[src/rtl/display_hdmi_yuv_pkg.sv]
// Shared types and constants for the HDMI RGB-to-YCbCr path: coefficient tables,
// pipeline latency, and limited-range offset/clamp levels scaled to the component width.
package display_hdmi_yuv_pkg;

    localparam int unsigned LAT     = 6;
    localparam int unsigned MAC_LAT = 4;
    localparam int unsigned COEF_W  = 12;
    localparam int unsigned FRAC_W  = 10;

    typedef logic signed [COEF_W-1:0] coef_t;

    typedef enum logic {
        StdBt601 = 1'b0,
        StdBt709 = 1'b1
    } color_std_e;

    // Row-major: Y(R,G,B), Cb(R,G,B), Cr(R,G,B), scaled by 1024
    localparam coef_t COEF_BT601 [9] = '{
        12'sd263,  12'sd516,  12'sd100,
        -12'sd152, -12'sd298, 12'sd450,
        12'sd450,  -12'sd377, -12'sd73
    };

    localparam coef_t COEF_BT709 [9] = '{
        12'sd187,  12'sd629,  12'sd63,
        -12'sd103, -12'sd347, 12'sd450,
        12'sd450,  -12'sd409, -12'sd41
    };

    typedef struct packed {
        logic de;
        logic vs;
        logic hs;
        logic mode422;
    } sync_t;

    function automatic coef_t get_coef(color_std_e std, logic [3:0] idx);
        return (std == StdBt709) ? COEF_BT709[idx] : COEF_BT601[idx];
    endfunction

    function automatic int y_offset(int unsigned dw);
        return 16 << (dw - 8);
    endfunction

    function automatic int c_offset(int unsigned dw);
        return 128 << (dw - 8);
    endfunction

    function automatic int y_min(int unsigned dw);
        return 16 << (dw - 8);
    endfunction

    function automatic int y_max(int unsigned dw);
        return 235 << (dw - 8);
    endfunction

    function automatic int c_min(int unsigned dw);
        return 16 << (dw - 8);
    endfunction

    function automatic int c_max(int unsigned dw);
        return 240 << (dw - 8);
    endfunction

endpackage

[src/rtl/display_hdmi_csc_mac.sv]
// 3x3 colour matrix: input register, products, sums, then round/offset/clamp.
// Four register stages from RGB in to Y/Cb/Cr out.
module display_hdmi_csc_mac
    import display_hdmi_yuv_pkg::*;
#(
    parameter int unsigned DATA_W    = 8,
    parameter int unsigned COLOR_STD = 0
) (
    input  logic              iHdmiClk,
    input  logic              iRst_n,
    input  logic [DATA_W-1:0] ivRed,
    input  logic [DATA_W-1:0] ivGreen,
    input  logic [DATA_W-1:0] ivBlue,
    output logic [DATA_W-1:0] ovY,
    output logic [DATA_W-1:0] ovCb,
    output logic [DATA_W-1:0] ovCr
);

    localparam int unsigned AccW = DATA_W + 12;
    typedef logic signed [AccW-1:0] acc_t;

    localparam color_std_e Std   = (COLOR_STD == 1) ? StdBt709 : StdBt601;
    localparam acc_t       Round = acc_t'(1 << (FRAC_W - 1));
    localparam acc_t       YOff  = acc_t'(y_offset(DATA_W));
    localparam acc_t       COff  = acc_t'(c_offset(DATA_W));
    localparam acc_t       YLo   = acc_t'(y_min(DATA_W));
    localparam acc_t       YHi   = acc_t'(y_max(DATA_W));
    localparam acc_t       CLo   = acc_t'(c_min(DATA_W));
    localparam acc_t       CHi   = acc_t'(c_max(DATA_W));

    logic [DATA_W-1:0] comp_d [3];
    logic [DATA_W-1:0] comp_q [3];
    acc_t              prod_d [9];
    acc_t              prod_q [9];
    acc_t              sum_d  [3];
    acc_t              sum_q  [3];
    logic [DATA_W-1:0] res_d  [3];
    logic [DATA_W-1:0] res_q  [3];

    function automatic logic [DATA_W-1:0] round_clamp(acc_t s, acc_t off, acc_t lo, acc_t hi);
        acc_t v;
        v = (s >>> FRAC_W) + off;
        if (v < lo) v = lo;
        if (v > hi) v = hi;
        return DATA_W'(v);
    endfunction

    always_comb begin
        comp_d[0] = ivRed;
        comp_d[1] = ivGreen;
        comp_d[2] = ivBlue;
        // Components are unsigned, so zero-extend before the signed multiply
        for (int c = 0; c < 3; c++) begin
            for (int k = 0; k < 3; k++) begin
                prod_d[3*c+k] = acc_t'(get_coef(Std, 4'(3*c+k))) * acc_t'({1'b0, comp_q[k]});
            end
        end
        for (int c = 0; c < 3; c++) begin
            sum_d[c] = prod_q[3*c] + prod_q[3*c+1] + prod_q[3*c+2] + Round;
        end
        res_d[0] = round_clamp(sum_q[0], YOff, YLo, YHi);
        res_d[1] = round_clamp(sum_q[1], COff, CLo, CHi);
        res_d[2] = round_clamp(sum_q[2], COff, CLo, CHi);
    end

    always_ff @(posedge iHdmiClk) begin
        if (!iRst_n) begin
            for (int i = 0; i < 3; i++) begin
                comp_q[i] <= '0;
                sum_q[i]  <= '0;
                res_q[i]  <= '0;
            end
            for (int i = 0; i < 9; i++) begin
                prod_q[i] <= '0;
            end
        end else begin
            comp_q <= comp_d;
            prod_q <= prod_d;
            sum_q  <= sum_d;
            res_q  <= res_d;
        end
    end

    assign ovY  = res_q[0];
    assign ovCb = res_q[1];
    assign ovCr = res_q[2];

endmodule

[src/rtl/display_hdmi_rgb_to_yuv_cfg.sv]
// HDMI output colour converter: RGB to limited-range YCbCr 4:4:4 or 4:2:2, with
// timing delayed to match the six-stage data path, per-frame mode capture and frame count.
module display_hdmi_rgb_to_yuv_cfg
    import display_hdmi_yuv_pkg::*;
#(
    parameter int unsigned DATA_W           = 8,
    parameter int unsigned COLOR_STD        = 0,
    parameter bit          IN_SYNC_ACT_HIGH = 1'b1,
    parameter bit          OUT_SYNC_INV     = 1'b1,
    parameter bit          CHROMA_AVG       = 1'b1
) (
    input  logic                iHdmiClk,
    input  logic                iRst_n,
    input  logic                iMode422,
    input  logic [DATA_W-1:0]   ivRed,
    input  logic [DATA_W-1:0]   ivGreen,
    input  logic [DATA_W-1:0]   ivBlue,
    input  logic                iRgbDe,
    input  logic                iRgbVs,
    input  logic                iRgbHs,
    output logic                oYuvDe,
    output logic                oYuvVs,
    output logic                oYuvHs,
    output logic [3*DATA_W-1:0] ovYuvData,
    output logic                oMode422,
    output logic [15:0]         ov16FrameCnt,
    output logic                oOddLineErr
);

    localparam int unsigned S4 = MAC_LAT - 1;
    localparam int unsigned S5 = MAC_LAT;
    localparam int unsigned S6 = LAT - 1;

    localparam sync_t SyncRst = '{
        de: 1'b0, vs: ~IN_SYNC_ACT_HIGH, hs: ~IN_SYNC_ACT_HIGH, mode422: 1'b0
    };

    sync_t sync_d [LAT];
    sync_t sync_q [LAT];

    logic [DATA_W-1:0] mac_y, mac_cb, mac_cr;
    logic [DATA_W-1:0] y5_d, y5_q, cb5_d, cb5_q, cr5_d, cr5_q;
    logic              phase_d, phase_q;
    logic [DATA_W-1:0] cr_hold_d, cr_hold_q;
    logic [3*DATA_W-1:0] data_d, data_q;
    logic              odd_pend_d, odd_pend_q;
    logic              err_d, err_q;
    logic              mode_cap_d, mode_cap_q;
    logic [15:0]       frame_cnt_d, frame_cnt_q;

    logic              vs_lead;
    logic [DATA_W-1:0] cb_part, cr_part;
    logic [DATA_W:0]   cb_sum, cr_sum;

    display_hdmi_csc_mac #(
        .DATA_W    (DATA_W),
        .COLOR_STD (COLOR_STD)
    ) u_csc_mac (
        .iHdmiClk (iHdmiClk),
        .iRst_n   (iRst_n),
        .ivRed    (ivRed),
        .ivGreen  (ivGreen),
        .ivBlue   (ivBlue),
        .ovY      (mac_y),
        .ovCb     (mac_cb),
        .ovCr     (mac_cr)
    );

    // Timing pipeline; the mode bit travels with each pixel so a frame boundary
    // inside the pipeline never mixes formats.
    always_comb begin
        vs_lead    = (iRgbVs == IN_SYNC_ACT_HIGH) && (sync_q[0].vs != IN_SYNC_ACT_HIGH);
        mode_cap_d = vs_lead ? iMode422 : mode_cap_q;
        sync_d[0].de      = iRgbDe;
        sync_d[0].vs      = iRgbVs;
        sync_d[0].hs      = iRgbHs;
        sync_d[0].mode422 = mode_cap_d;
        for (int k = 1; k < LAT; k++) begin
            sync_d[k] = sync_q[k-1];
        end
    end

    // S5 holds the current pixel while its pair partner sits in the MAC output.
    always_comb begin
        y5_d    = mac_y;
        cb5_d   = mac_cb;
        cr5_d   = mac_cr;
        phase_d = sync_q[S4].de & sync_q[S5].de & ~phase_q;
    end

    always_comb begin
        data_d     = '0;
        cr_hold_d  = cr_hold_q;
        odd_pend_d = 1'b0;
        // A lone last pixel pairs with itself
        cb_part    = sync_q[S4].de ? mac_cb : cb5_q;
        cr_part    = sync_q[S4].de ? mac_cr : cr5_q;
        cb_sum     = {1'b0, cb5_q} + {1'b0, cb_part} + (DATA_W+1)'(1);
        cr_sum     = {1'b0, cr5_q} + {1'b0, cr_part} + (DATA_W+1)'(1);
        if (sync_q[S5].de) begin
            if (!sync_q[S5].mode422) begin
                data_d = {cr5_q, cb5_q, y5_q};
            end else if (!phase_q) begin
                if (CHROMA_AVG) begin
                    data_d    = {{DATA_W{1'b0}}, DATA_W'(cb_sum >> 1), y5_q};
                    cr_hold_d = DATA_W'(cr_sum >> 1);
                end else begin
                    data_d    = {{DATA_W{1'b0}}, cb5_q, y5_q};
                    cr_hold_d = cr5_q;
                end
                odd_pend_d = ~sync_q[S4].de;
            end else begin
                data_d = {{DATA_W{1'b0}}, cr_hold_q, y5_q};
            end
        end
        err_d       = odd_pend_q;
        frame_cnt_d = frame_cnt_q;
        if ((sync_q[S5].vs == IN_SYNC_ACT_HIGH) && (sync_q[S6].vs != IN_SYNC_ACT_HIGH)) begin
            frame_cnt_d = frame_cnt_q + 16'd1;
        end
    end

    always_ff @(posedge iHdmiClk) begin
        if (!iRst_n) begin
            for (int k = 0; k < LAT; k++) begin
                sync_q[k] <= SyncRst;
            end
            y5_q        <= '0;
            cb5_q       <= '0;
            cr5_q       <= '0;
            phase_q     <= 1'b0;
            cr_hold_q   <= '0;
            data_q      <= '0;
            odd_pend_q  <= 1'b0;
            err_q       <= 1'b0;
            mode_cap_q  <= 1'b0;
            frame_cnt_q <= '0;
        end else begin
            sync_q      <= sync_d;
            y5_q        <= y5_d;
            cb5_q       <= cb5_d;
            cr5_q       <= cr5_d;
            phase_q     <= phase_d;
            cr_hold_q   <= cr_hold_d;
            data_q      <= data_d;
            odd_pend_q  <= odd_pend_d;
            err_q       <= err_d;
            mode_cap_q  <= mode_cap_d;
            frame_cnt_q <= frame_cnt_d;
        end
    end

    assign oYuvDe       = sync_q[S6].de;
    assign oYuvVs       = sync_q[S6].vs ^ OUT_SYNC_INV;
    assign oYuvHs       = sync_q[S6].hs ^ OUT_SYNC_INV;
    assign ovYuvData    = data_q;
    assign oMode422     = sync_q[S6].mode422;
    assign ov16FrameCnt = frame_cnt_q;
    assign oOddLineErr  = err_q;

endmodule
[config.mk]
export PLATFORM = sky130hd
export DESIGN_NAME = display_hdmi_rgb_to_yuv_cfg
export DESIGN_NICKNAME = d
export VERILOG_FILES = /design/src/rtl/display_hdmi_yuv_pkg.sv /design/src/rtl/display_hdmi_csc_mac.sv /design/src/rtl/display_hdmi_rgb_to_yuv_cfg.sv
export SDC_FILE = /design/constraint.sdc
export NUM_CORES = 1
export LEC_CHECK = 0
export CAP_MARGIN = 25
export CORE_UTILIZATION = 45
export DETAILED_ROUTE_END_ITERATION = 8
export PLACE_DENSITY = 0.63
export SLEW_MARGIN = 20
export SYNTH_ARGS = -nofsm -noshare
export SYNTH_HDL_FRONTEND = slang
export SYNTH_SLANG_ARGS = --single-unit
[constraint.sdc]
create_clock -name iHdmiClk -period 4.1 [get_ports iHdmiClk]
set_input_delay 0.41 -clock iHdmiClk [delete_from_list [all_inputs] [get_ports iHdmiClk]]
set_output_delay 0.41 -clock iHdmiClk [all_outputs]
set_load 0.005 [all_outputs]
==> results_dict.tcl, run 1 <==
set metrics [dict create \
    run_status "finished with violations" \
    violations "DRC" \
    cp_data_required_time_ns 4.54 \
    drc_errors 12 \
    layout.filler_cells 4160 \
    layout_min_cycle_time_ns 4.08 \
    worstSetupStartpointType "flop" \
    synth_area_sq_um 21300 \
    final-setup-viol-count 0 \
    cap_viol_max_count 0 \
    clock_skew_ns 0.0226 \
    timing_worst_slew_pin_value_ns 0.856 \
    avgRoutedWirePerCell_um 16.3 \
    flow.area_growth_from_synthesis_pct 16.3 \
    min_period_over_period 0.995 \
    final.hold.worst_slack_ns 0.402 \
    worst-path-buf-inv 2 \
    number_of_distinct_library_cell_variants_in_the_gate_level_netlist_after_synthesis 70 \
    route.vias.total 14768 \
    hold_class "input port to flop" \
    total_clock_buffers_created_by_cts 36 \
    global_route_wire_length_before_repair_mm 78.3 \
    synth.avg_cell_area_sq_um 9.84 \
    grt_pass1_vias 15198 \
    synth_edf_count 0 \
    antenna_found_initial 3 \
    core_sq_um 46700 \
    critical_path.cell_chain "fa_2 -> fa_1 -> fa_1 -> inv_2 -> fa_1 -> inv_2 -> ha_4 -> nand2_2 -> or4b_4 -> a31o_4 -> a21oi_2 -> nor3b_2" \
    drt_pass1_iterations 7 \
    crit_family "adder cells" \
    crit_slowest_cell "sky130_fd_sc_hd__fa_2" \
    detailedRoute.firstIterationViolations 698 \
    leakage_nw 12.3 \
    antenna_violating_nets_post_route 0 \
    detailed_place_hpwl_mm 38.9 \
    diodes 0 \
    slew_violations 0 \
    routed_via_density 5.00 \
    yosysWarningCount 0 \
    finalWirelength_mm 48.3 \
    floorplan.initialDensity 0.457 \
    insertion_delay_ns 0.55 \
    mappedNetlistNets 2728 \
    instances_no_fill 2955 \
    netlist_instances 2165 \
    final_util 0.531 \
    critical_path.max_stage_delay_ns 0.70 \
    power-per-cell-area_nw_per_um2 517 \
    synth-async-reset-ratio 0 \
    floorplan.rows 79 \
    grt_start_max_net_pins 87 \
    grt_util_all_layers 0.207 \
    cts_tree "done" \
    ys_seq_elements 313 \
    floorplan.die_area_sq_um 48200 \
    floorplan.io_pins 75 \
    most_common_cell_after_layout_fill_and_taps_aside "sky130_fd_sc_hd__ha_1" \
    ys.flop_type "sky130_fd_sc_hd__dfxtp_1" \
    cts.path.max_buffers 3 \
    tritoncts_num_sinks 313 \
    die_height_um 220 \
    fmax_mhz 245 \
    gp_congestion 0.889 \
    placement.io_buffers 74 \
    crit_path_frequent_cell "sky130_fd_sc_hd__fa_1" \
    nNetsFinal 2887 \
    cts_root_buf "sky130_fd_sc_hd__clkbuf_16" \
    cts.clk_slew.worst_paths_ns 0.07 \
    crit_arrival_ns 4.52 \
    setup_repair_after_global_routing_missed_its_margin "true" \
    cell_count_after_placement 2887 \
    timing.critical_path.to_type "flop" \
    die-width_um 220 \
    post-layout-total-power_w 0.0128 \
    timing_worst_setup_path_type "flop to flop" \
    hold_viol 0 \
    post_route_cells_drive_above_1_share 0.103 \
    relSlewSlack 0.429 \
    worstPathMaxFanout 6 \
    most-common-layout-cells "sky130_fd_sc_hd__ha_1, sky130_fd_sc_hd__inv_1, sky130_fd_sc_hd__dfxtp_1" \
    max-vdd-ir-drop_mv 0.260 \
    seq_area_frac_synth 0.294 \
    htreeDepth 2 \
    globalRoute.totalOverflow 0 \
]
layer usage:
layer	routed length [um]	GRT usage
met1	23600	0.280
met2	22100	0.350
met3	1470	0.0224
met4	1140	0.0595
met5	0	0
where the power goes:
group / internal (W) / leakage (nW) / switching (W)
Sequential: 0.00354 / 2.58 / 0.000321
Combinational: 0.00268 / 9.15 / 0.00311
Clock: 0.00186 / 0.566 / 0.00132
cell usage after synthesis (all sizes together) (7+ instances only):
library cell | instances | area [sq um]
ha | 379 | 4740
dfxtp | 313 | 6270
inv | 310 | 1160
nor2 | 158 | 593
fa | 154 | 3080
and2 | 121 | 757
a21oi | 97 | 485
nand2 | 88 | 330
o21ai | 65 | 333
xnor2 | 55 | 482
a21o | 42 | 317
clkbuf | 41 | 154
nor3 | 38 | 201
xor2 | 35 | 307
nor2b | 27 | 169
and3 | 24 | 150
mux2i | 21 | 210
nor3b | 20 | 155
nand2b | 18 | 113
nand3 | 17 | 85.1
mux2 | 13 | 146
o21a | 11 | 83.8
o21bai | 10 | 75.1
a211oi | 8 | 70.1
a21boi | 7 | 56.3
nand4 | 7 | 43.8
o211ai | 7 | 52.6
or3 | 7 | 43.8
registers in the layout (all words and copies together) (netlist names), 16 cells and up:
signal / count
ov16FrameCnt: 16
sync_d: 19
ovYuvData: 24
u_csc_mac.prod_q: 136
u_csc_mac.sum_q: 30
u_csc_mac.comp_q: 24
cell type report:
| class | count | area (sq um) | area share |
|---|---|---|---|
| clock buffer | 48 | 1010 | 0.0406 |
| clock inverter | 14 | 148 | 0.00596 |
| inverter | 310 | 1170 | 0.0471 |
| multi-input combinational | 1499 | 14000 | 0.565 |
| sequential | 313 | 6280 | 0.254 |
| tap | 607 | 759 | 0.0306 |
| timing repair buffer | 164 | 1430 | 0.0577 |
path summary, 6_finish.rpt:
check	startpoint	end	slack, ns	cells after the start
max	u_csc_mac.comp_q[10]	u_csc_mac.prod_q[96]	0.02	12
min reg2reg	sync_d[13]	sync_d[9]	0.43	1
min	iRst_n	sync_d[17]	0.40	2
max reg2reg	u_csc_mac.comp_q[10]	u_csc_mac.prod_q[96]	0.02	12
worst register-to-register path, stage by stage, from the launching register on:
cell and delay [ns]:
sky130_fd_sc_hd__dfxtp_2 0.33, sky130_fd_sc_hd__fa_2 0.70, sky130_fd_sc_hd__fa_1 0.50, sky130_fd_sc_hd__fa_1 0.52, sky130_fd_sc_hd__inv_2 0.04, sky130_fd_sc_hd__fa_1 0.54
sky130_fd_sc_hd__inv_2 0.05, sky130_fd_sc_hd__ha_4 0.27, sky130_fd_sc_hd__nand2_2 0.05, sky130_fd_sc_hd__or4b_4 0.55, sky130_fd_sc_hd__a31o_4 0.24, sky130_fd_sc_hd__a21oi_2 0.14
sky130_fd_sc_hd__nor3b_2 0.05
kinds of logic (layout without fill, tap and decap cells):
group	Yosys count	after routing	synth area share
flip-flops	313	313	0.294
AO/OA/AOI/OAI	297	297	0.0912
AND/OR/NAND/NOR	545	545	0.131
multiplexers	34	34	0.0167
buffers and inverters	353	536	0.0623
XOR/XNOR	90	90	0.0370
adder cells (fa/ha/maj)	533	533	0.367
repair_timing:
action	CTS	global route
setup buffers	1	5
hold buffers	0	0
endpoints found under the setup margin	7	22
gates resized for setup	13	58
hold endpoints to repair	0	0
cloned	0	0
pin swaps	4	24
metrics by stage:
| stage | cell area [sq um] | setup slack, ns | setup TNS [ns] |
|---|---|---|---|
| after floorplan | 21300 | 0.0177 | 0 |
| after global placement | 23300 | -0.0956 | -0.169 |
| after detailed placement | 23300 | -0.149 | -0.471 |
| after CTS | 24500 | -0.00854 | -0.00854 |
| after global routing | 24800 | -0.148 | -0.517 |
| final | 24800 | 0.0202 | 0 |
No activity file was read; power rests on OpenSTA's default activity.
==> run 2: changes to the inputs <==
--- a/config.mk
+++ b/config.mk
@@ -5,7 +5,8 @@
 export SDC_FILE = /design/constraint.sdc
 export NUM_CORES = 1
 export LEC_CHECK = 0
-export CAP_MARGIN = 25
+export ABC_AREA = 1
+export CAP_MARGIN = 0
 export CORE_UTILIZATION = 45
 export DETAILED_ROUTE_END_ITERATION = 8
 export PLACE_DENSITY = 0.63
==> run 2 against run 1 <==
  * Critical path depth grew 3
  * Area after synthesis is 6.7% higher
  * Design area grew 4.4%
  * The flow now finishes without violations
==> results_dict.tcl, run 2 <==
set metrics [dict create \
    grt_util_all_layers 0.219 \
    most-common-layout-cells "sky130_fd_sc_hd__inv_1, sky130_fd_sc_hd__nand2_1, sky130_fd_sc_hd__ha_1" \
    reg.largest.list "u_csc_mac.prod_q (136), u_csc_mac.sum_q (30)" \
    worstSetupStartpointType "flop" \
    grt_start_max_net_pins 107 \
    flow.area_growth_from_synthesis_pct 13.8 \
    cts_root_buf "sky130_fd_sc_hd__clkbuf_16" \
    hold_class "input port to flop" \
    nNetsFinal 3475 \
    die-width_um 227 \
    hold_buffers 0 \
    detailedRoute.firstIterationViolations 1061 \
    avgRoutedWirePerCell_um 15.3 \
    synth_largest_type_area_fraction 0.276 \
    floorplan.die_area_sq_um 51400 \
    finalWirelength_mm 55.1 \
    timing_worst_slew_pin_value_ns 0.870 \
    ys.flop_type "sky130_fd_sc_hd__dfxtp_1" \
    grt_pass1_vias 17174 \
    final_util 0.524 \
    max-vdd-ir-drop_mv 0.344 \
    power-per-cell-area_nw_per_um2 524 \
    layout_min_cycle_time_ns 3.91 \
    run_status "finished clean" \
    synth_area_sq_um 22700 \
    synth-async-reset-ratio 0 \
    netlist_instances 2804 \
    clock_skew_ns 0.0252 \
    leakage_nw 13.8 \
    yosysWarningCount 0 \
    worst_setup_path_endpoint "u_csc_mac.prod_q[34]" \
    cts_tree "done" \
    most_common_cell_after_layout_fill_and_taps_aside "sky130_fd_sc_hd__inv_1" \
    hold_viol 0 \
    worstRegToRegCells 15 \
    largest_reg_flops 136 \
    floorplan.initialDensity 0.460 \
    cap_viol_max_count 0 \
    detailed_place_hpwl_mm 45.2 \
    number_of_distinct_library_cell_variants_in_the_gate_level_netlist_after_synthesis 47 \
    setup_total_negative_slack_ns 0 \
    drc_errors 0 \
    tritoncts_num_sinks 313 \
    globalRoute.totalOverflow 0 \
    die_height_um 227 \
    drt_pass1_iterations 5 \
    synth.area.top_cells "sky130_fd_sc_hd__dfxtp_1, sky130_fd_sc_hd__ha_1, sky130_fd_sc_hd__fa_1, sky130_fd_sc_hd__inv_1, sky130_fd_sc_hd__nand2_1" \
    yosysMostFrequentCell "sky130_fd_sc_hd__inv_1" \
    htreeDepth 2 \
    slew_violations 0 \
    floorplan.io_pins 75 \
    post_route_cells_drive_above_1_share 0.0544 \
    worstPathMaxFanout 6 \
    reg2reg_to "u_csc_mac.prod_q[34]" \
    cts.path.max_buffers 3 \
    global_route_wire_length_before_repair_mm 88.6 \
    diodes 0 \
    cts.clk_slew.worst_paths_ns 0.06 \
    max_flop_register "u_csc_mac.prod_q" \
    fmax_mhz 256 \
    synth_area_leader_cell "sky130_fd_sc_hd__dfxtp_1" \
    ff2ff_setup_slack_ns 0.19 \
    timing_worst_setup_path_type "flop to flop" \
    synth_edf_count 0 \
    relSlewSlack 0.419 \
    synth_common_cells "sky130_fd_sc_hd__inv_1, sky130_fd_sc_hd__nand2_1, sky130_fd_sc_hd__ha_1, sky130_fd_sc_hd__dfxtp_1, sky130_fd_sc_hd__a21oi_1" \
    timing.critical_path.to_type "flop" \
    min-delay-start "iRst_n" \
    seq_area_frac_synth 0.276 \
    startpoint "u_csc_mac.comp_q[8]" \
    insertion_delay_ns 0.56 \
    setup_repair_after_global_routing_missed_its_margin "false" \
    mappedNetlistNets 3367 \
    regToRegStartpoint "u_csc_mac.comp_q[8]" \
    gp_congestion 0.935 \
    final-setup-viol-count 0 \
    cp_data_required_time_ns 4.54 \
    antenna_violating_nets_post_route 0 \
    route.vias.total 17884 \
    crit_arrival_ns 4.35 \
    routed_via_density 4.96 \
    ys_seq_elements 313 \
    final.hold.worst_slack_ns 0.286 \
    core_sq_um 49400 \
    antenna_found_initial 0 \
    min_period_over_period 0.953 \
    placement.io_buffers 74 \
    synth.avg_cell_area_sq_um 8.11 \
    total_clock_buffers_created_by_cts 38 \
    floorplan.rows 81 \
]
==> run 2: changes by cell type after synthesis, sizes merged, moves of 18 or more <==
cell,delta
nand2,+420
inv,+273
nor2b,-27
nand3,+88
o21ai,+78
nor3b,-18
and2,-121
mux2i,-21
xor2,-21
a21oi,+145
and3,-24
a21o,-31
nand2b,-18
xnor2,-43
==> run 2: cell type report <==
| class | instances | area (sq um) |
|---|---|---|
| Clock inverter | 21 | 295 |
| Clock buffer | 46 | 1050 |
| Inverter | 583 | 2190 |
| Sequential cell | 313 | 6270 |
| Tap cell | 664 | 831 |
| Fill cell | 4658 | 23500 |
| Multi-Input combinational cell | 1868 | 14200 |
| Timing Repair Buffer | 108 | 1010 |
==> run 2: how the worst min path moves through the flow <==
stage             endpoint  slack, ns  cells past startpoint
4_1_cts        oOddLineErr       0.27                      3
2_1_floorplan  oOddLineErr       0.39                      2
3_5_place_dp   oOddLineErr       0.39                      2
5_1_grt        oOddLineErr       0.30                      3
3_3_place_gp     sync_d[1]       0.39                      2
6_report       oOddLineErr       0.29                      3
==> run 2: cell families after synthesis <==
logic type / count (synthesis) / synth area share
flip-flops: 313 / 0.276
AO/OA/AOI/OAI: 455 / 0.108
AND/OR/NAND/NOR: 854 / 0.159
adder cells (fa/ha/maj): 533 / 0.344
XOR/XNOR: 26 / 0.0100
buffers and inverters: 623 / 0.103
==> run 2: per-layer routing <==
layer,global-route usage,up-vias,share of wire
li1,-,9129,-
met1,0.300,8252,0.47
met2,0.358,415,0.46
met3,0.0284,88,0.048
met4,0.0697,0,0.028
met5,0,-,0
==> run 2: per-stage QoR <==
step / worst slack (ns) / power (W) / area (sq um) / instances
3_5_place_dp: 0.0724 / 0.00988 / 24400 / 3536
2_1_floorplan: 0.0980 / 0.00828 / 22700 / 2804
6_report: 0.193 / 0.0136 / 25900 / 3603
5_1_grt: 0.00282 / 0.0148 / 25900 / 3603
4_1_cts: 0.0572 / 0.0135 / 25800 / 3603
3_3_place_gp: 0.139 / 0.00982 / 24400 / 3536
==> run 2: timing repair <==
action                     4_1_cts  5_1_grt
setup endpoints to repair        0       19
gates resized for setup          0       29
setup buffers                    0        0
==> run 2: report_power, final <==
part	total (W)	internal [W]	switching, W	leakage, nW
Combinational	0.00610	0.00229	0.00381	10.6
Sequential	0.00390	0.00354	0.000361	2.58
Clock	0.00356	0.00217	0.00139	0.648
==> run 2: worst max-delay path, stage by stage, from the launching register on <==
cell and delay, ns:
sky130_fd_sc_hd__dfxtp_1 0.33, sky130_fd_sc_hd__fa_2 0.62, sky130_fd_sc_hd__inv_1 0.07, sky130_fd_sc_hd__fa_1 0.54, sky130_fd_sc_hd__inv_1 0.06, sky130_fd_sc_hd__ha_1 0.27, sky130_fd_sc_hd__inv_1 0.05, sky130_fd_sc_hd__fa_1 0.53
sky130_fd_sc_hd__inv_1 0.05, sky130_fd_sc_hd__ha_2 0.37, sky130_fd_sc_hd__nand2_1 0.10, sky130_fd_sc_hd__nor2_2 0.20, sky130_fd_sc_hd__nand3_1 0.10, sky130_fd_sc_hd__nand2_1 0.12, sky130_fd_sc_hd__o21ai_0 0.12, sky130_fd_sc_hd__a21oi_1 0.29
==> run 3: changes to the inputs <==
--- a/config.mk
+++ b/config.mk
@@ -9,7 +9,7 @@
 export CAP_MARGIN = 0
 export CORE_UTILIZATION = 45
 export DETAILED_ROUTE_END_ITERATION = 8
-export PLACE_DENSITY = 0.63
+export PLACE_DENSITY = 0.61
 export SLEW_MARGIN = 20
 export SYNTH_ARGS = -nofsm -noshare
 export SYNTH_HDL_FRONTEND = slang
==> constraint.sdc (replaced) <==
create_clock -name iHdmiClk -period 4.85 [get_ports iHdmiClk]
set_input_delay 0.485 -clock iHdmiClk [delete_from_list [all_inputs] [get_ports iHdmiClk]]
set_output_delay 0.485 -clock iHdmiClk [all_outputs]
set_load 0.005 [all_outputs]
==> run 3 against run 2 <==
  * Largest power group unchanged
  * Worst setup slack gained 0.32 ns
  * Largest cell class unchanged
  * Via count shrank 1.6%
  * Highest routed layer unchanged
  * Power shrank 15%
  * Fmax shrank 9.9%
  * Clock skew shrank 0.0080 ns
  * Critical path type unchanged
  * Utilization shrank 0.41 points
==> results_dict.tcl, run 3 (synthesized netlist as in run 2, its figures left out) <==
set metrics [dict create \
    run_status "finished clean" \
    max_flop_register "u_csc_mac.prod_q" \
    finalWirelength_mm 55.2 \
    max-vdd-ir-drop_mv 0.258 \
    die-width_um 227 \
    reg.largest.list "u_csc_mac.prod_q (136), u_csc_mac.sum_q (30)" \
    largest_reg_flops 136 \
    min_period_over_period 0.894 \
    most-common-layout-cells "sky130_fd_sc_hd__inv_1, sky130_fd_sc_hd__nand2_1, sky130_fd_sc_hd__ha_1" \
    core_sq_um 49400 \
    min-delay-start "iRst_n" \
    grt_util_all_layers 0.222 \
    critical_path.max_stage_delay_ns 0.71 \
    detailedRoute.firstIterationViolations 888 \
    worst-path-buf-inv 4 \
    flow.area_growth_from_synthesis_pct 12.9 \
    placement.io_buffers 74 \
    hold_viol 0 \
    post_route_cells_drive_above_1_share 0.0387 \
    final-setup-viol-count 0 \
    cts.path.max_buffers 3 \
    cts.clk_slew.worst_paths_ns 0.06 \
    routed_via_density 4.91 \
    most_common_cell_after_layout_fill_and_taps_aside "sky130_fd_sc_hd__inv_1" \
    crit_family "adder cells" \
    global_route_wire_length_before_repair_mm 88.7 \
    hold_class "input port to flop" \
    total_clock_buffers_created_by_cts 38 \
    clock_skew_ns 0.0172 \
    drc_errors 0 \
    grt_pass1_vias 17127 \
    postCtsResizedCells 0 \
    detailed_place_hpwl_mm 44.8 \
    setup_repair_after_global_routing_missed_its_margin "false" \
    regToRegStartpoint "u_csc_mac.comp_q[9]" \
    grt_start_max_net_pins 143 \
    cts_root_buf "sky130_fd_sc_hd__clkbuf_16" \
    crit_slowest_cell "sky130_fd_sc_hd__fa_1" \
    timing_worst_setup_path_type "flop to flop" \
    layout.filler_cells 4720 \
    nNetsFinal 3451 \
    cp_data_required_time_ns 5.31 \
    antenna_found_initial 0 \
    tritoncts_num_sinks 313 \
    floorplan.initialDensity 0.460 \
    globalRoute.totalOverflow 0 \
    finish.instance_area_sq_um 25700 \
    power-per-cell-area_nw_per_um2 449 \
    die_height_um 227 \
    cap_viol_max_count 0 \
    worstSetupStartpointType "flop" \
    timing.critical_path.to_type "flop" \
    timing_worst_slew_pin_value_ns 0.906 \
    hold_buffers 0 \
    crit_arrival_ns 4.79 \
    cts_tree "done" \
    setup_total_negative_slack_ns 0 \
    gp_congestion 0.906 \
    startpoint "u_csc_mac.comp_q[9]" \
    worstPathMaxFanout 9 \
    floorplan.rows 81 \
    slew_violations 0 \
    floorplan.die_area_sq_um 51400 \
    route.vias.total 17594 \
    cts.repair_timing.setup_buffer_count 0 \
    relSlewSlack 0.395 \
    insertion_delay_ns 0.56 \
    avgRoutedWirePerCell_um 15.4 \
    leakage_nw 13.7 \
    postPlaceCellArea_sq_um 24200 \
    critical_path.cell_chain "fa_1 -> fa_1 -> inv_1 -> fa_1 -> fa_1 -> inv_1 -> ha_1 -> inv_1 -> nor3_1 -> inv_1 -> nor2_1 -> nor2_1 -> a21oi_1 -> nor2_1" \
    layout_min_cycle_time_ns 4.33 \
    drt_pass1_iterations 6 \
    floorplan.io_pins 75 \
    antenna_violating_nets_post_route 0 \
    htreeDepth 2 \
    fmax_mhz 231 \
]
-- run 3: worst paths after layout --
check                           slack (ns)  cells past startpoint                   end
worst max-delay path                  0.52                     14  u_csc_mac.prod_q[37]
worst min-delay path                  0.38                      3             sync_d[0]
worst max register to register        0.52                     14  u_csc_mac.prod_q[37]
worst min register to register        0.41                      2             sync_d[2]
-- run 3: per-layer routing --
layer | vias to the layer above | routed length, um | part of all wire | track usage
li1 | 9100 | - | - | -
met1 | 8160 | 26900 | 0.49 | 0.306
met2 | 267 | 25300 | 0.46 | 0.365
met3 | 67 | 1640 | 0.030 | 0.0229
met4 | 0 | 1420 | 0.026 | 0.0711
met5 | - | 0 | 0 | 0
-- run 3: cell type report --
| type | instances | area, sq um | area share |
|---|---|---|---|
| Clock buffer | 47 | 1050 | 0.0408 |
| Multi-Input combinational cell | 1868 | 14100 | 0.550 |
| Timing Repair Buffer | 84 | 830 | 0.0323 |
| Inverter | 583 | 2190 | 0.0853 |
| Sequential cell | 313 | 6270 | 0.244 |
| Tap cell | 664 | 831 | 0.0324 |
| Clock inverter | 23 | 387 | 0.0151 |
| Antenna cell | 1 | 2.50 | 0.0000975 |
-- run 3: where the power goes --
part           internal [W]  total [W]  switching (W)
Clock               0.00203    0.00323        0.00120
Sequential          0.00299    0.00332       0.000329
Combinational       0.00185    0.00499        0.00314
Total               0.00687     0.0115        0.00466
-- run 3: tightest hold or removal path, delay by kind of cell --
kind / cells / cell delay, ns
buffers and inverters: 2 / 0.26
AND/OR/NAND/NOR: 1 / 0.14
-- run 3: through the flow --
stage | std cells | total power (W) | hold WS, ns | worst slack (ns) | util
CTS | 3582 | 0.0116 | 0.374 | 0.479 | 0.520
detailed placement | 3512 | 0.00832 | 0.396 | 0.474 | 0.491
global route | 3582 | 0.0126 | 0.413 | 0.152 | 0.520
floorplan | 2804 | 0.00700 | 0.390 | 0.848 | -
global placement | 3512 | 0.00827 | 0.394 | 0.563 | 0.491
finish | 3583 | 0.0115 | 0.383 | 0.515 | 0.520
